## src/rtl/cdb_arbiter.sv

```systemverilog
// Writeback arbiter: per-unit result FIFOs feeding one registered CDB broadcast.
// Round-robin grant across ALU, LSU and MUL heads, one result per cycle.
module cdb_arbiter #(
    parameter int DATA_W    = 32,
    parameter int TAG_W     = 5,
    parameter int DEPTH     = 2,
    parameter bit DROP_TAG0 = 1'b1
) (
    input  logic              clk_i,
    input  logic              reset_i,
    input  logic              flush_i,
    input  logic              alu_valid_i,
    input  logic [TAG_W-1:0]  alu_tag_i,
    input  logic [DATA_W-1:0] alu_value_i,
    output logic              alu_ready_o,
    input  logic              lsu_valid_i,
    input  logic [TAG_W-1:0]  lsu_tag_i,
    input  logic [DATA_W-1:0] lsu_value_i,
    output logic              lsu_ready_o,
    input  logic              mul_valid_i,
    input  logic [TAG_W-1:0]  mul_tag_i,
    input  logic [DATA_W-1:0] mul_value_i,
    output logic              mul_ready_o,
    output logic              cdb_en_o,
    output logic [TAG_W-1:0]  cdb_tag_o,
    output logic [DATA_W-1:0] cdb_value_o,
    output logic [1:0]        cdb_src_o
);

    localparam int NSRC  = 3;
    localparam int PTR_W = (DEPTH > 1) ? $clog2(DEPTH) : 1;
    localparam int CNT_W = PTR_W + 1;

    logic [TAG_W-1:0]  mem_tag   [NSRC][DEPTH];
    logic [DATA_W-1:0] mem_value [NSRC][DEPTH];
    logic [PTR_W-1:0]  wr_ptr    [NSRC];
    logic [PTR_W-1:0]  rd_ptr    [NSRC];
    logic [CNT_W-1:0]  count     [NSRC];
    logic [1:0]        rr_ptr;

    logic [NSRC-1:0]   in_valid;
    logic [TAG_W-1:0]  in_tag   [NSRC];
    logic [DATA_W-1:0] in_value [NSRC];
    logic [NSRC-1:0]   ready;
    logic [NSRC-1:0]   nonempty;
    logic [NSRC-1:0]   push;
    logic [NSRC-1:0]   pop;
    logic              grant;
    logic [1:0]        winner;
    logic [2:0]        sel;
    logic [TAG_W-1:0]  head_tag;
    logic [DATA_W-1:0] head_value;

    assign in_valid    = {mul_valid_i, lsu_valid_i, alu_valid_i};
    assign in_tag[0]   = alu_tag_i;
    assign in_tag[1]   = lsu_tag_i;
    assign in_tag[2]   = mul_tag_i;
    assign in_value[0] = alu_value_i;
    assign in_value[1] = lsu_value_i;
    assign in_value[2] = mul_value_i;

    assign alu_ready_o = ready[0];
    assign lsu_ready_o = ready[1];
    assign mul_ready_o = ready[2];

    always_comb begin
        for (int i = 0; i < NSRC; i++) begin
            ready[i] = (count[i] != CNT_W'(DEPTH));
        end
    end

    always_comb begin
        for (int i = 0; i < NSRC; i++) begin
            nonempty[i] = (count[i] != '0);
        end
    end

    // Tag-0 results finish the handshake but never occupy a slot.
    always_comb begin
        for (int i = 0; i < NSRC; i++) begin
            push[i] = in_valid[i] && ready[i] && !flush_i
                      && !(DROP_TAG0 && (in_tag[i] == '0));
        end
    end

    always_comb begin
        grant  = 1'b0;
        winner = 2'd0;
        sel    = 3'd0;
        for (int k = 0; k < NSRC; k++) begin
            sel = 3'(rr_ptr) + 3'(k);
            if (sel >= 3'd3) begin
                sel = sel - 3'd3;
            end
            if (!grant && nonempty[sel[1:0]]) begin
                grant  = 1'b1;
                winner = sel[1:0];
            end
        end
    end

    always_comb begin
        pop = '0;
        if (grant) begin
            pop[winner] = 1'b1;
        end
    end

    assign head_tag   = mem_tag[winner][rd_ptr[winner]];
    assign head_value = mem_value[winner][rd_ptr[winner]];

    always_ff @(posedge clk_i) begin
        if (reset_i) begin
            for (int i = 0; i < NSRC; i++) begin
                for (int j = 0; j < DEPTH; j++) begin
                    mem_tag[i][j]   <= '0;
                    mem_value[i][j] <= '0;
                end
            end
        end else begin
            for (int i = 0; i < NSRC; i++) begin
                if (push[i]) begin
                    mem_tag[i][wr_ptr[i]]   <= in_tag[i];
                    mem_value[i][wr_ptr[i]] <= in_value[i];
                end
            end
        end
    end

    always_ff @(posedge clk_i) begin
        if (reset_i) begin
            for (int i = 0; i < NSRC; i++) begin
                wr_ptr[i] <= '0;
                rd_ptr[i] <= '0;
                count[i]  <= '0;
            end
            rr_ptr      <= 2'd0;
            cdb_en_o    <= 1'b0;
            cdb_tag_o   <= '0;
            cdb_value_o <= '0;
            cdb_src_o   <= 2'd0;
        end else if (flush_i) begin
            for (int i = 0; i < NSRC; i++) begin
                wr_ptr[i] <= '0;
                rd_ptr[i] <= '0;
                count[i]  <= '0;
            end
            cdb_en_o    <= 1'b0;
            cdb_tag_o   <= '0;
            cdb_value_o <= '0;
            cdb_src_o   <= 2'd0;
        end else begin
            for (int i = 0; i < NSRC; i++) begin
                if (push[i]) begin
                    wr_ptr[i] <= wr_ptr[i] + PTR_W'(1);
                end
                if (pop[i]) begin
                    rd_ptr[i] <= rd_ptr[i] + PTR_W'(1);
                end
                count[i] <= count[i] + CNT_W'(push[i]) - CNT_W'(pop[i]);
            end
            cdb_en_o <= grant;
            if (grant) begin
                rr_ptr      <= (winner == 2'd2) ? 2'd0 : winner + 2'd1;
                cdb_tag_o   <= head_tag;
                cdb_value_o <= head_value;
                cdb_src_o   <= winner;
            end else begin
                cdb_tag_o   <= '0;
                cdb_value_o <= '0;
                cdb_src_o   <= 2'd0;
            end
        end
    end

endmodule

```

## config.mk

```make
export PLATFORM = sky130hd
export DESIGN_NAME = cdb_arbiter
export DESIGN_NICKNAME = d
export VERILOG_FILES = /design/src/rtl/cdb_arbiter.sv
export SDC_FILE = /design/constraint.sdc
export NUM_CORES = 1
export LEC_CHECK = 0
export ABC_AREA = 0
export ABC_CLOCK_PERIOD_IN_PS = 3500
export CORE_ASPECT_RATIO = 0.5
export CORE_UTILIZATION = 58
export CTS_BUF_LIST = sky130_fd_sc_hd__clkbuf_4
export CTS_CLUSTER_SIZE = 24
export DETAILED_ROUTE_END_ITERATION = 6
export PLACE_DENSITY = 0.87
export SLEW_MARGIN = 20
export SYNTH_ARGS = -nofsm -noshare
export SYNTH_HDL_FRONTEND = slang
export SYNTH_SLANG_ARGS = --single-unit
```

## constraint.sdc

```tcl
create_clock -name clk_i -period 3.5 [get_ports clk_i]
set_clock_uncertainty 0.1 [all_clocks]
set_input_delay 0.7 -clock clk_i [delete_from_list [all_inputs] [get_ports clk_i]]
set_output_delay 0.7 -clock clk_i [all_outputs]
set_load 0.005 [all_outputs]
```

==> run_results.csv, run 1 <==
group,metric,value,unit
status,status,"finished, final reports clean",
worst_setup_path,required,3.83,ns
grt,grt_overflow,0,
power_and_ir_drop,power.internal,0.00729,W
synthesis,synth.most_common_cell,"edfxtp_1",
cts,cts_tree,"built",
power_and_ir_drop,p_comb_share,41.4,%
worst_setup_path,reg2reg_to,"count[0][1]",
power_and_ir_drop,p_switching,0.00426,W
drt,ant_nets,0,
floorplanning,die_w,210,um
synthesis,ys.flop_type,"edfxtp_1",
floorplanning,start_util,60.2,%
cts,cts_max_level,2,
synthesis,synth_xor_area_share,0.418,%
timing,tightest_slew,1.03,ns
drt,drc,0,
power_and_ir_drop,switching_share,36.9,%
drt,vias,9154,
worst_setup_path,critical_path_class,"flip-flop to flip-flop",
layout,n_fill_cell,1288,
power_and_ir_drop,ir_worst_vdd,600,uV
worst_setup_path,critPathLaunchType,"flip-flop",
timing,setup-tns-final,0,ns
cts,clkSinkCount,276,
worst_setup_path,critPathMaxFanout,10,
floorplanning,die_area,22300,sq um
synthesis,yosys-top-cells-count,"234 x edfxtp_1, 228 x and2_1, 97 x nor2_1",
cts,cts_root_buffer,"clkbuf_4",
layout,drive_above_1_share,14.9,%
synthesis,ys_seq_area_share,62.6,%
layout,diodes,0,
synthesis,async_reset_ff_share,0,%
timing,max_freq,304,MHz
flow_run,cap_viol_max_count,0,
cts,clkTransAtPathRegs,0.08,ns
drt,wl_per_cell,21.2,um
grt,track_usage,29.9,%
timing,slew_viol_final,0,
worst_setup_path,cp.arrival,3.62,ns
power_and_ir_drop,power_leakage,5.87,nW
timing,hold_viol,0,
synthesis,syn_area,12600,sq um
layout,regArea,7870,sq um
synthesis,synth_top_family_by_area,"simple AND/OR/NAND/NOR gates",
synthesis,synthCells,1043,
floorplanning,rows,37,
synthesis,synth.area.top_cells,"edfxtp_1 56%, and2_1 11%, dfxtp_1 6.7%",
worst_setup_path,end_kind,"flip-flop",
placed_design,dp_hpwl,19700,um
drt,vias_per_cell,5.86,
worst_setup_path,r2r-start,"rr_ptr[1]",
drt,drt-initial-drc-count,898,
cts,clock_path_buffers,3,
timing,rsz0062_at_grt,"no",
timing,finalSetupViolations,0,
layout,syn2layout_area_growth,22.4,%
worst_setup_path,rrSetupSlack,0.21,ns
cts,numCtsBuffers,59,
synthesis,synth_mux_area_share,0,%
drt,drt_first_pass_iters,5,
synthesis,synthAdderAreaFrac,0.896,%
placed_design,portBuffers,159,
min_path,hold_class,"flip-flop to flip-flop",
floorplanning,io_pins,160,
synthesis,synthSimpleGateAreaFrac,22.8,%
power_and_ir_drop,finalPower,0.0116,W
min_path,hold_start,"rr_ptr[0]",
min_path,hold_depth,2,
grt,grt_pass1_vias,9420,
cts,clock_latency,0.70,ns
placed_design,gp_congestion,0.854,
grt,grt_max_degree,115,
min_path,hold_end,"rr_ptr[0]",
floorplanning,die_h,106,um
layout,fin_nets,1344,
layout,multi_input_area,4350,sq um
grt,grt_antenna_before_repair,0,
floorplanning,design.core.area,20900,sq um
synthesis,synth_top_area_cell,"edfxtp_1",
timing,maxSlewHeadroom,31.0,%
synthesis,ys_seq_elements,276,
synthesis,yosys_warnings,0,
timing,fin_crit,3.29,ns
power_and_ir_drop,p_seq_share,35.6,%
power_and_ir_drop,pwr-share-clk,23.0,%
timing,timing.final.crit_share,93.9,%
grt,grt_pass1_wl,50400,um
synthesis,avgSynthCellArea,12.0,sq um
timing,timing.hold.ws,0.424,ns
worst_setup_path,reg2reg_depth,12,
drt,drt_wl_total,33000,um
synthesis,ys_types,45,
synthesis,synth_top_area_share,55.9,%
synthesis,synth-compound-area-share,9.69,%
synthesis,synth_edf_count,234,
power_and_ir_drop,power.density,751,nW/um^2
-- per-layer routing --
layer	vias to the layer above	track usage [%]	share of wire [%]
met2	587	50.0	49
met4	0	11.1	2.6
met3	88	6.65	11
met5	-	0	0
li1	4072	-	-
met1	4407	38.5	38
-- power groups by stage --
stage | Combinational, W | Clock (W) | Sequential [W]
detailed placement | 0.00459 | 0 | 0.00418
finish | 0.00478 | 0.00266 | 0.00412
CTS | 0.00462 | 0.00268 | 0.00411
global route | 0.00511 | 0.00285 | 0.00415
global placement | 0.00440 | 0 | 0.00417
floorplan | 0.00309 | 0 | 0.00417
-- critical path, stage by stage (launching register included) --
cell and delay [ns]:
dfxtp_1 0.42, ha_2 0.33, nor3_2 0.08, a211oi_1 0.45
and2_1 0.24, a21o_1 0.35, nor3_1 0.13, ha_1 0.32
inv_1 0.06, ha_1 0.16, xor2_1 0.20, xnor2_1 0.14
nor3_1 0.07
-- stage by stage --
| stage | utilization [%] | setup WS, ns | cell area, sq um | std cells |
|---|---|---|---|---|
| global route | 73.7 | 0.0296 | 15400 | 1561 |
| finish | 73.7 | 0.213 | 15400 | 1561 |
| floorplan | - | 0.249 | 12600 | 1048 |
| detailed placement | 69.5 | 0.0942 | 14500 | 1448 |
| global placement | 69.5 | 0.224 | 14500 | 1448 |
| CTS | 73.5 | 0.0715 | 15300 | 1560 |
-- layout make-up --
type	instances	share of cell area [%]
tap	292	2.38
timing repair buffer	188	12.4
clock buffer	93	4.54
clock inverter	19	0.854
sequential	276	51.2
inverter	15	0.366
multi-input combinational	678	28.3
-- cells by family after synthesis --
group | count (synthesis)
flip-flops | 276
XOR/XNOR | 6
buffers and inverters | 95
other | 1
adder cells (fa/ha/maj) | 9
AND/OR/NAND/NOR | 519
AO/OA/AOI/OAI | 137
-- repair_timing --
item,4_1_cts,5_1_grt
resized for setup,0,4
setup endpoints to repair,0,28
hold buffers,0,0
buffers inserted,0,0
-- state kept, by name, summed over array words and instances (netlist names) --
signal / flops
rr_ptr: 2
cdb_en_o: 1
mem_tag: 30
cdb_value_o: 32
cdb_tag_o: 5
rd_ptr: 3
wr_ptr: 3
count: 6
cdb_src_o: 2
mem_value: 192
-- how the worst max path moves through the flow --
stage	startpoint	endpoint	cells past startpoint
6_report	rr_ptr[1]	count[0][1]	12
5_1_grt	rr_ptr[1]	count[0][1]	13
4_1_cts	rr_ptr[0]	cdb_value_o[23]	10
3_5_place_dp	rr_ptr[0]	cdb_value_o[23]	9
3_3_place_gp	rr_ptr[0]	cdb_value_o[13]	10
2_1_floorplan	rr_ptr[0]	count[0][3]	16
-- cell usage in the layout, fill, tap and decap left out, types with 6 or more instances in the layout --
master	Yosys	routed
dfxtp_1	42	42
clkbuf_4	1	93
nor2_1	97	91
nor2_2	1	7
conb_1	1	6
edfxtp_1	234	234
and3_1	38	38
nand2_1	82	82
a211oi_1	9	9
buf_12	0	8
nor3b_1	39	39
nand2b_1	6	6
a211oi_2	31	31
a311oi_1	37	37
inv_1	15	15
o21a_1	38	37
and2_1	228	227
clkinv_1	0	13
clkdlybuf4s50_1	0	159
o21ai_0	6	6
or2_2	9	9
ha_1	9	8
buf_4	0	21
nor3_1	9	7
Power figures use the tool's default switching activity.
==> run 2: changes to the inputs <==
--- a/config.mk
+++ b/config.mk
@@ -8,6 +8,7 @@
 export ABC_AREA = 0
 export ABC_CLOCK_PERIOD_IN_PS = 3500
 export CORE_ASPECT_RATIO = 0.5
+export CORE_MARGIN = 2
 export CORE_UTILIZATION = 58
 export CTS_BUF_LIST = sky130_fd_sc_hd__clkbuf_4
 export CTS_CLUSTER_SIZE = 24
==> run_results.csv, run 2 (synthesis gave the netlist of run 1 again) <==
group,metric,value,unit
status,status,"finished, final reports clean",
layout,layout.cells.most_common_list,"234 x edfxtp_1, 227 x and2_1, 159 x clkdlybuf4s50_1, 103 x clkbuf_4, 91 x nor2_1",
timing,fin_crit,3.31,ns
cts,cts_tree,"built",
drt,ant_nets,0,
drt,drt_wl_total,32600,um
grt,track_usage,28.6,%
worst_setup_path,cp_top_family,"simple AND/OR/NAND/NOR gates",
layout,n_fill_cell,1239,
drt,vias,9161,
drt,drc,0,
timing,slew_viol_final,0,
worst_setup_path,reg2reg_depth,11,
layout,syn2layout_area_growth,22.8,%
grt,grt_overflow,0,
placed_design,gp_congestion,0.857,
timing,finalSetupViolations,0,
worst_setup_path,slowest_delay,0.54,ns
cts,clkTransAtPathRegs,0.08,ns
grt,grt_max_degree,115,
timing,max_freq,302,MHz
floorplanning,die_h,108,um
worst_setup_path,required,4.06,ns
cts,clkSinkCount,276,
grt,grt_antenna_before_repair,3,
floorplanning,io_pins,160,
min_path,hold_depth,2,
power_and_ir_drop,power_leakage,5.92,nW
layout,regArea,7870,sq um
flow_run,cap_viol_max_count,0,
min_path,hold_end,"rr_ptr[0]",
grt,grt_pass1_wl,49500,um
floorplanning,die_area,22900,sq um
cts,cts_max_level,2,
floorplanning,design.core.area,20900,sq um
timing,timing.final.crit_share,94.5,%
worst_setup_path,critPathMaxFanout,76,
worst_setup_path,crit_chain,"inv_1, ha_2, nand2b_1, o22a_1, or4_4, buf_4, nand2_4, buf_12, nand2_1, a311oi_1, o21a_1",
worst_setup_path,critPathLaunchType,"flip-flop",
layout,fin_nets,1349,
floorplanning,start_util,60.2,%
power_and_ir_drop,power.density,752,nW/um^2
drt,wl_per_cell,20.8,um
drt,drt-initial-drc-count,965,
layout,largest_register_ffs,192,
placed_design,portBuffers,159,
min_path,hold_class,"flip-flop to flip-flop",
layout,reg_top3,"mem_value: 192 flops, cdb_value_o: 32 flops, mem_tag: 30 flops",
layout,final_common_cell,"edfxtp_1",
worst_setup_path,r2r-start,"rr_ptr[0]",
layout,regMostFlops,"mem_value",
worst_setup_path,cp.depth,11,
worst_setup_path,end_kind,"flip-flop",
worst_setup_path,critical_path_class,"flip-flop to flip-flop",
timing,hold_viol,0,
worst_setup_path,crit_buf_inv,3,
timing,maxSlewHeadroom,39.4,%
cts,numCtsBuffers,58,
drt,vias_per_cell,5.84,
worst_setup_path,rrSetupSlack,0.19,ns
worst_setup_path,crit_path_top_delay_cell,"or4_4",
layout,drive_above_1_share,15.8,%
cts,clock_latency,0.73,ns
placed_design,dp_hpwl,20000,um
placed_design,place_ws,0.209,ns
power_and_ir_drop,ir_worst_vdd,473,uV
floorplanning,rows,37,
timing,setup_ws,0.193,ns
timing,tightest_slew,0.904,ns
grt,grt_pass1_vias,9310,
worst_setup_path,reg2reg_to,"cdb_value_o[5]",
timing,rsz0062_at_grt,"no",
layout,multi_input_area,4330,sq um
worst_setup_path,cp.arrival,3.86,ns
cts,cts_root_buffer,"clkbuf_4",
min_path,hold_start,"rr_ptr[0]",
floorplanning,die_w,212,um
timing,setup-tns-final,0,ns
cts,hold_buffers,0,
timing,timing.hold.ws,0.394,ns
cts,clock_path_buffers,3,
drt,drt_first_pass_iters,5,
[run 2: how the worst max path moves through the flow]
stage	startpoint	to	slack, ns
4_1_cts	rr_ptr[0]	cdb_value_o[17]	0.16
2_1_floorplan	rr_ptr[0]	count[0][3]	0.25
3_5_place_dp	rr_ptr[0]	count[0][5]	0.21
5_1_grt	rr_ptr[1]	count[0][5]	0.04
3_3_place_gp	rr_ptr[0]	count[0][5]	0.33
6_report	rr_ptr[0]	cdb_value_o[5]	0.19
[run 2: layout make-up]
type / count / area share [%]
antenna: 3 / 0.0486
clock buffer: 103 / 5.01
clock inverter: 7 / 0.373
inverter: 15 / 0.365
multi-input combinational: 677 / 28.1
sequential: 276 / 51.0
tap: 292 / 2.37
timing repair buffer: 195 / 12.8
[run 2: repair_timing]
action | CTS | global route
resized for setup | 0 | 2
setup buffers | 0 | 5
setup endpoints to repair | 0 | 17
[run 2: layer usage]
metal | wire [um] | global-route usage (%)
met2 | 15800 | 47.4
met3 | 3190 | 6.27
met4 | 1000 | 13.1
met1 | 12600 | 36.7
met5 | 0 | 0
[run 2: tightest hold or removal path, cell delays in order (launching register included)]
cell	delay (ns)
dfxtp_1	0.33
o21ai_0	0.07
a21oi_1	0.06
[run 2: through the flow]
stage / util [%] / cells / power, W / cell area (sq um)
4_1_cts: 73.7 / 1560 / 0.0114 / 15400
6_report: 73.9 / 1568 / 0.0116 / 15400
3_5_place_dp: 69.7 / 1450 / 0.00878 / 14500
2_1_floorplan: - / 1048 / 0.00726 / 12600
5_1_grt: 73.9 / 1568 / 0.0122 / 15400
3_3_place_gp: 69.7 / 1450 / 0.00856 / 14500
[run 2: where the power goes]
group | internal [W] | leakage (nW) | switching (W)
registers | 0.00397 | 2.78 | 0.000138
logic | 0.00203 | 2.64 | 0.00280
clock network | 0.00139 | 0.503 | 0.00127
==> run 3: changes to the inputs <==
--- a/config.mk
+++ b/config.mk
@@ -6,7 +6,8 @@
 export NUM_CORES = 1
 export LEC_CHECK = 0
 export ABC_AREA = 0
-export ABC_CLOCK_PERIOD_IN_PS = 3500
+export ABC_CLOCK_PERIOD_IN_PS = 3600
+export CAP_MARGIN = 40
 export CORE_ASPECT_RATIO = 0.5
 export CORE_MARGIN = 2
 export CORE_UTILIZATION = 58
==> constraint.sdc (replaced) <==
create_clock -name clk_i -period 3.6 [get_ports clk_i]
set_clock_uncertainty 0.1 [all_clocks]
set_input_delay 0.72 -clock clk_i [delete_from_list [all_inputs] [get_ports clk_i]]
set_output_delay 0.72 -clock clk_i [all_outputs]
set_load 0.005 [all_outputs]
==> run_results.csv, run 3 (synthesis gave the netlist of run 1 again) <==
group,metric,value,unit
layout,final_common_cell,"edfxtp_1",
timing,finalSetupViolations,0,
cts,numCtsBuffers,60,
drt,vias_per_cell,5.90,
power_and_ir_drop,power_leakage,5.88,nW
layout,layout.cells.most_common_list,"234 x edfxtp_1, 227 x and2_1, 159 x clkdlybuf4s50_1, 99 x clkbuf_4, 91 x nor2_1",
min_path,hold_depth,2,
cts,clock_latency,0.73,ns
drt,drc,0,
cts,clkSinkCount,276,
timing,fin_crit,3.40,ns
layout,largest_register_ffs,192,
worst_setup_path,required,3.96,ns
cts,clock_path_buffers,3,
timing,timing.final.crit_share,94.4,%
timing,rsz0062_at_grt,"no",
timing,hold_viol,0,
drt,vias,9228,
floorplanning,die_area,22900,sq um
cts,hold_buffers,0,
worst_setup_path,critical_path_class,"flip-flop to flip-flop",
grt,grt_overflow,0,
grt,grt_pass1_vias,9293,
grt,grt_pass1_wl,50500,um
drt,drt_first_pass_iters,5,
drt,wl_per_cell,21.1,um
worst_setup_path,reg2reg_depth,13,
flow_run,cap_viol_max_count,0,
layout,n_fill_cell,1289,
layout,fin_util,73.7,%
drt,drt_wl_total,32900,um
placed_design,dp_hpwl,20600,um
floorplanning,start_util,60.2,%
power_and_ir_drop,ir_worst_vdd,481,uV
layout,syn2layout_area_growth,22.5,%
drt,drt-initial-drc-count,1126,
floorplanning,die_h,108,um
worst_setup_path,critPathMaxFanout,16,
power_and_ir_drop,power.density,728,nW/um^2
timing,maxSlewHeadroom,56.9,%
timing,timing.hold.ws,0.456,ns
worst_setup_path,cp.arrival,3.76,ns
cts,cts_max_level,2,
cts,clkTransAtPathRegs,0.07,ns
floorplanning,io_pins,160,
layout,regMostFlops,"mem_value",
cts,cts_tree,"built",
worst_setup_path,crit_path_top_delay_cell,"or4_4",
floorplanning,design.core.area,20900,sq um
status,status,"finished, final reports clean",
placed_design,gp_congestion,0.855,
worst_setup_path,rrSetupSlack,0.20,ns
worst_setup_path,critPathLaunchType,"flip-flop",
worst_setup_path,end_kind,"flip-flop",
grt,grt_antenna_before_repair,1,
layout,reg_top3,"mem_value: 192 flops, cdb_value_o: 32 flops, mem_tag: 30 flops",
layout,fin_nets,1347,
timing,tightest_slew,0.645,ns
timing,slew_viol_final,0,
timing,setup-tns-final,0,ns
worst_setup_path,crit_chain,"inv_1, ha_2, nand2b_1, o22a_1, or4_4, and2_2, nor2_2, ha_1, inv_1, ha_1, xor2_1, xnor2_1, nor3_1",
layout,drive_above_1_share,15.2,%
min_path,hold_class,"flip-flop to flip-flop",
grt,grt_max_degree,77,
cts,cts_root_buffer,"clkbuf_4",
placed_design,portBuffers,159,
floorplanning,rows,37,
timing,max_freq,294,MHz
grt,track_usage,29.3,%
floorplanning,die_w,212,um
drt,ant_nets,0,
worst_setup_path,slowest_delay,0.65,ns
==> run 3: changes by cell type in the layout (fill, tap and decap cells not counted), sizes merged <==
cell    change
clkinv      +8
buf         -4
clkbuf      -4
diode       -2
inv         -2
==> run 3: path summary, 6_finish.rpt <==
path                       to  startpoint
hold reg to reg     rr_ptr[1]   rr_ptr[1]
hold / removal      rr_ptr[1]   rr_ptr[1]
setup reg to reg  count[0][3]   rr_ptr[0]
setup / recovery  count[0][3]   rr_ptr[0]
==> run 3: power by group <==
group	total [W]	switching, W	internal, W	leakage (nW)
Combinational	0.00464	0.00271	0.00193	2.61
Sequential	0.00401	0.000150	0.00386	2.78
Clock	0.00255	0.00124	0.00131	0.494
Total	0.0112	0.00410	0.00710	5.88
==> run 3: cell type report <==
type                            instances  area [sq um]  area share [%]
Antenna cell                            1          2.50          0.0163
Clock buffer                           99           743            4.83
Clock inverter                         13          85.1           0.553
Inverter                               15          56.3           0.366
Multi-Input combinational cell        677          4320            28.1
Sequential cell                       276          7870            51.1
Tap cell                              292           365            2.37
Timing Repair Buffer                  191          1940            12.6
==> run 3: through the flow <==
stage	total power (W)	cells	cell area [sq um]	worst slack [ns]
floorplan	0.00706	1048	12600	0.349
global placement	0.00834	1449	14500	0.304
detailed placement	0.00863	1451	14600	0.192
CTS	0.0112	1563	15400	0.179
global route	0.0117	1564	15400	0.0595
finish	0.0112	1564	15400	0.201
==> run 3: timing repair <==
item                                    in CTS  in global routing
gates resized for setup                      0                  1
endpoints found under the setup margin       0                  2
buffers inserted                             0                  0
==> run 3: layer usage <==
metal | wire length, um | vias up | global-route usage (%)
li1 | - | 4083 | -
met2 | 15800 | 571 | 48.5
met5 | 0 | - | 0
met1 | 12800 | 4492 | 38.8
met3 | 3400 | 82 | 6.10
met4 | 930 | 0 | 11.2
==> run 3: worst max-delay path, delay by kind of cell, from the launching register on <==
family	cells	cell delay, ns
AOI/OAI and AO/OA	1	0.17
xor gates and xnor gates	2	0.34
adders and majority gates	3	0.82
buffers and inverters	2	0.14
DFF	1	0.37
and+or+nand+nor	5	1.23
==> RTL change, RTL diff (flow settings as in run 1) <==
Set the parameter `DEPTH` to 1 (it was 2).
--- a/src/rtl/cdb_arbiter.sv
+++ b/src/rtl/cdb_arbiter.sv
@@ -3,7 +3,7 @@
 module cdb_arbiter #(
     parameter int DATA_W    = 32,
     parameter int TAG_W     = 5,
-    parameter int DEPTH     = 2,
+    parameter int DEPTH     = 1,
     parameter bit DROP_TAG0 = 1'b1
 ) (
     input  logic              clk_i,
Behaviour: not the same (a bounded check fails within 4 cycles, from zero or initial values and one cycle with reset_i high).
==> RTL change against run 1 <==
Sequential share of layout area fell by 0.57 points; the run now ends with DRC left; combinational power fell by 68%; hold slack worse by 10 ps; worst setup slack improved by 99 ps; power shrank 57%; sequential cell count is 114 lower; area after synthesis shrank 47%; synthesized cell count decreased by 52%; first-iteration DRC count down 58%; clock power fell by 58%; highest routed layer unchanged; largest power group is now registers; design area fell by 43%; routed wire length shrank 54%.
==> RTL change: results (changes against run 1) <==
metric,value,unit,change
Synth Warn #,0,,unchanged
status,"complete, but fails checks",,was completed
vias post-DR,4655,,was 9154
first-pass GRT wire length,23700,um,was 50400 um
setup bufs post-CTS,0,,unchanged
drt pass-1 iters,7,,was 5
clk buf depth,2,,was 3
failing checks,DRC,,
Inserted Clock Buffers,17,,was 59
Post-synth EDFFs,120,,was 234
"Reg clk slew, reported paths",130,ps,was 80 ps
number of flip-flops under the largest register name,96,,was 192
crit-path max FO,14,,was 10
clk root buf,clkbuf_4,,unchanged
Final nets,791,,was 1344
GR Util All Layers,0.266,,was 0.299
layout cells sized above 1,0.0900,,was 0.149
I/O Buffers,159,,unchanged
largest net degree at the start of global routing,49,,was 115
Top Registers,"mem_value x96, cdb_value_o x32, mem_tag x15",,"was mem_value x192, cdb_value_o x32, mem_tag x30"
highest ir drop seen on vdd,0.293,mV,was 0.600 mV
initial drt markers,381,,was 898
Commonest cells post-synth,"120 x edfxtp_1, 113 x nor2b_1, 50 x nor2_1",,"was 234 x edfxtp_1, 228 x and2_1, 97 x nor2_1"
ys async rst share,0,,unchanged
drt total wl,15200,um,was 33000 um
initial antenna violation count,1,,was 0
Synth area leaders,"edfxtp_1 54%, dfxtp_1 13%, nor2b_1 11%, a222oi_1 5.5%, nor2_1 2.8%",,"was edfxtp_1 56%, and2_1 11%, dfxtp_1 6.7%, a211oi_2 3.1%, nor2_1 2.9%"
worst path arrival time,3370,ps,was 3620 ps
clock network latency to the later pin of the worst-skew pair,540,ps,was 700 ps
static leakage,3.21,nW,was 5.87 nW
Slew headroom,0.610,,was 0.310
"Seq/Total Area, Yosys",0.664,,was 0.626
worst hold path type,reg2reg,,unchanged
post-CTS resize count,0,,unchanged
Max H-tree Level,4,,was 2
post-DP HPWL,9940,um,was 19700 um
Yosys cell types,49,,was 45
DRC viols,5,,was 0
routability cong.,0.902,,was 0.854
## RTL change: cell types whose count changed after synthesis, moves of 31 or more
cell	run 1	this run
edfxtp_1	234	120
and2_1	228	5
a211oi_2	31	0
clkbuf_1	50	6
nor2_1	97	50
nor3b_1	39	1
nor2b_1	0	113
o21a_1	38	0
a222oi_1	0	37
a311oi_1	37	0
and3_1	38	1
nand2_1	82	7
## RTL change: cell type report
type                    count  area, um2
inverters                  14       52.6
flip-flops and latches    162       4440
fillers                   666       2330
clock buffers              18        135
clock inverters            14        155
multi-input cells         298       2050
diodes                      2       5.00
well taps                 145        181
repair buffers            172       1760
## RTL change: cells by family after synthesis
logic type	after synthesis	synth area share
multiplexers	1	0.00150
adder cells (fa/ha/maj)	10	0.0183
AND/OR/NAND/NOR	201	0.168
flip-flops	162	0.664
XOR/XNOR	6	0.00785
AO/OA/AOI/OAI	74	0.0955
buffers and inverters	48	0.0443
other	1	0.000560
## RTL change: worst max-delay path, cell delays in order (launching register included)
cell and delay (ps):
dfxtp_1 390, inv_1 80, ha_1 530, nor3b_1 240, o21bai_1 80, a21oi_1 390, a31oi_1 70, and2_1 210
ha_1 270, inv_1 40, ha_1 190, xor2_1 160, xnor2_1 130, nor3_1 60
## RTL change: where the power goes
part           internal, mW  switching (mW)  total [mW]
clock network         0.443           0.673        1.12
registers              2.30          0.0871        2.39
logic                 0.683           0.824        1.51
## RTL change: path summary, 6_finish.rpt
check	start	to	slack, ps	depth (start not counted)
worst max-delay path	rr_ptr[0]	count[0][5]	310	13
worst min register to register	mem_tag[0][1]	cdb_tag_o[1]	410	2
worst min-delay path	mem_tag[0][1]	cdb_tag_o[1]	410	2
worst max register to register	rr_ptr[0]	count[0][5]	310	13
## RTL change: through the flow
| stage | cells | setup WS [ps] | power [mW] | instance area (um2) | util |
|---|---|---|---|---|---|
| floorplan | 508 | 261 | 3.36 | 6710 | - |
| global placement | 791 | 255 | 3.88 | 8490 | 0.764 |
| CTS | 823 | 323 | 5.03 | 8780 | 0.790 |
| global route | 825 | 99.7 | 5.26 | 8790 | 0.790 |
| detailed placement | 791 | 129 | 3.93 | 8490 | 0.764 |
| finish | 825 | 312 | 5.02 | 8790 | 0.790 |
## RTL change: metal layers
metal  track usage  vias to the layer above  part of all wire
met5             0                        -                 0
met4         0.103                        0             0.018
met3        0.0553                       28             0.057
met2         0.494                      201              0.54
met1         0.304                     2266              0.39
li1              -                     2160                 -
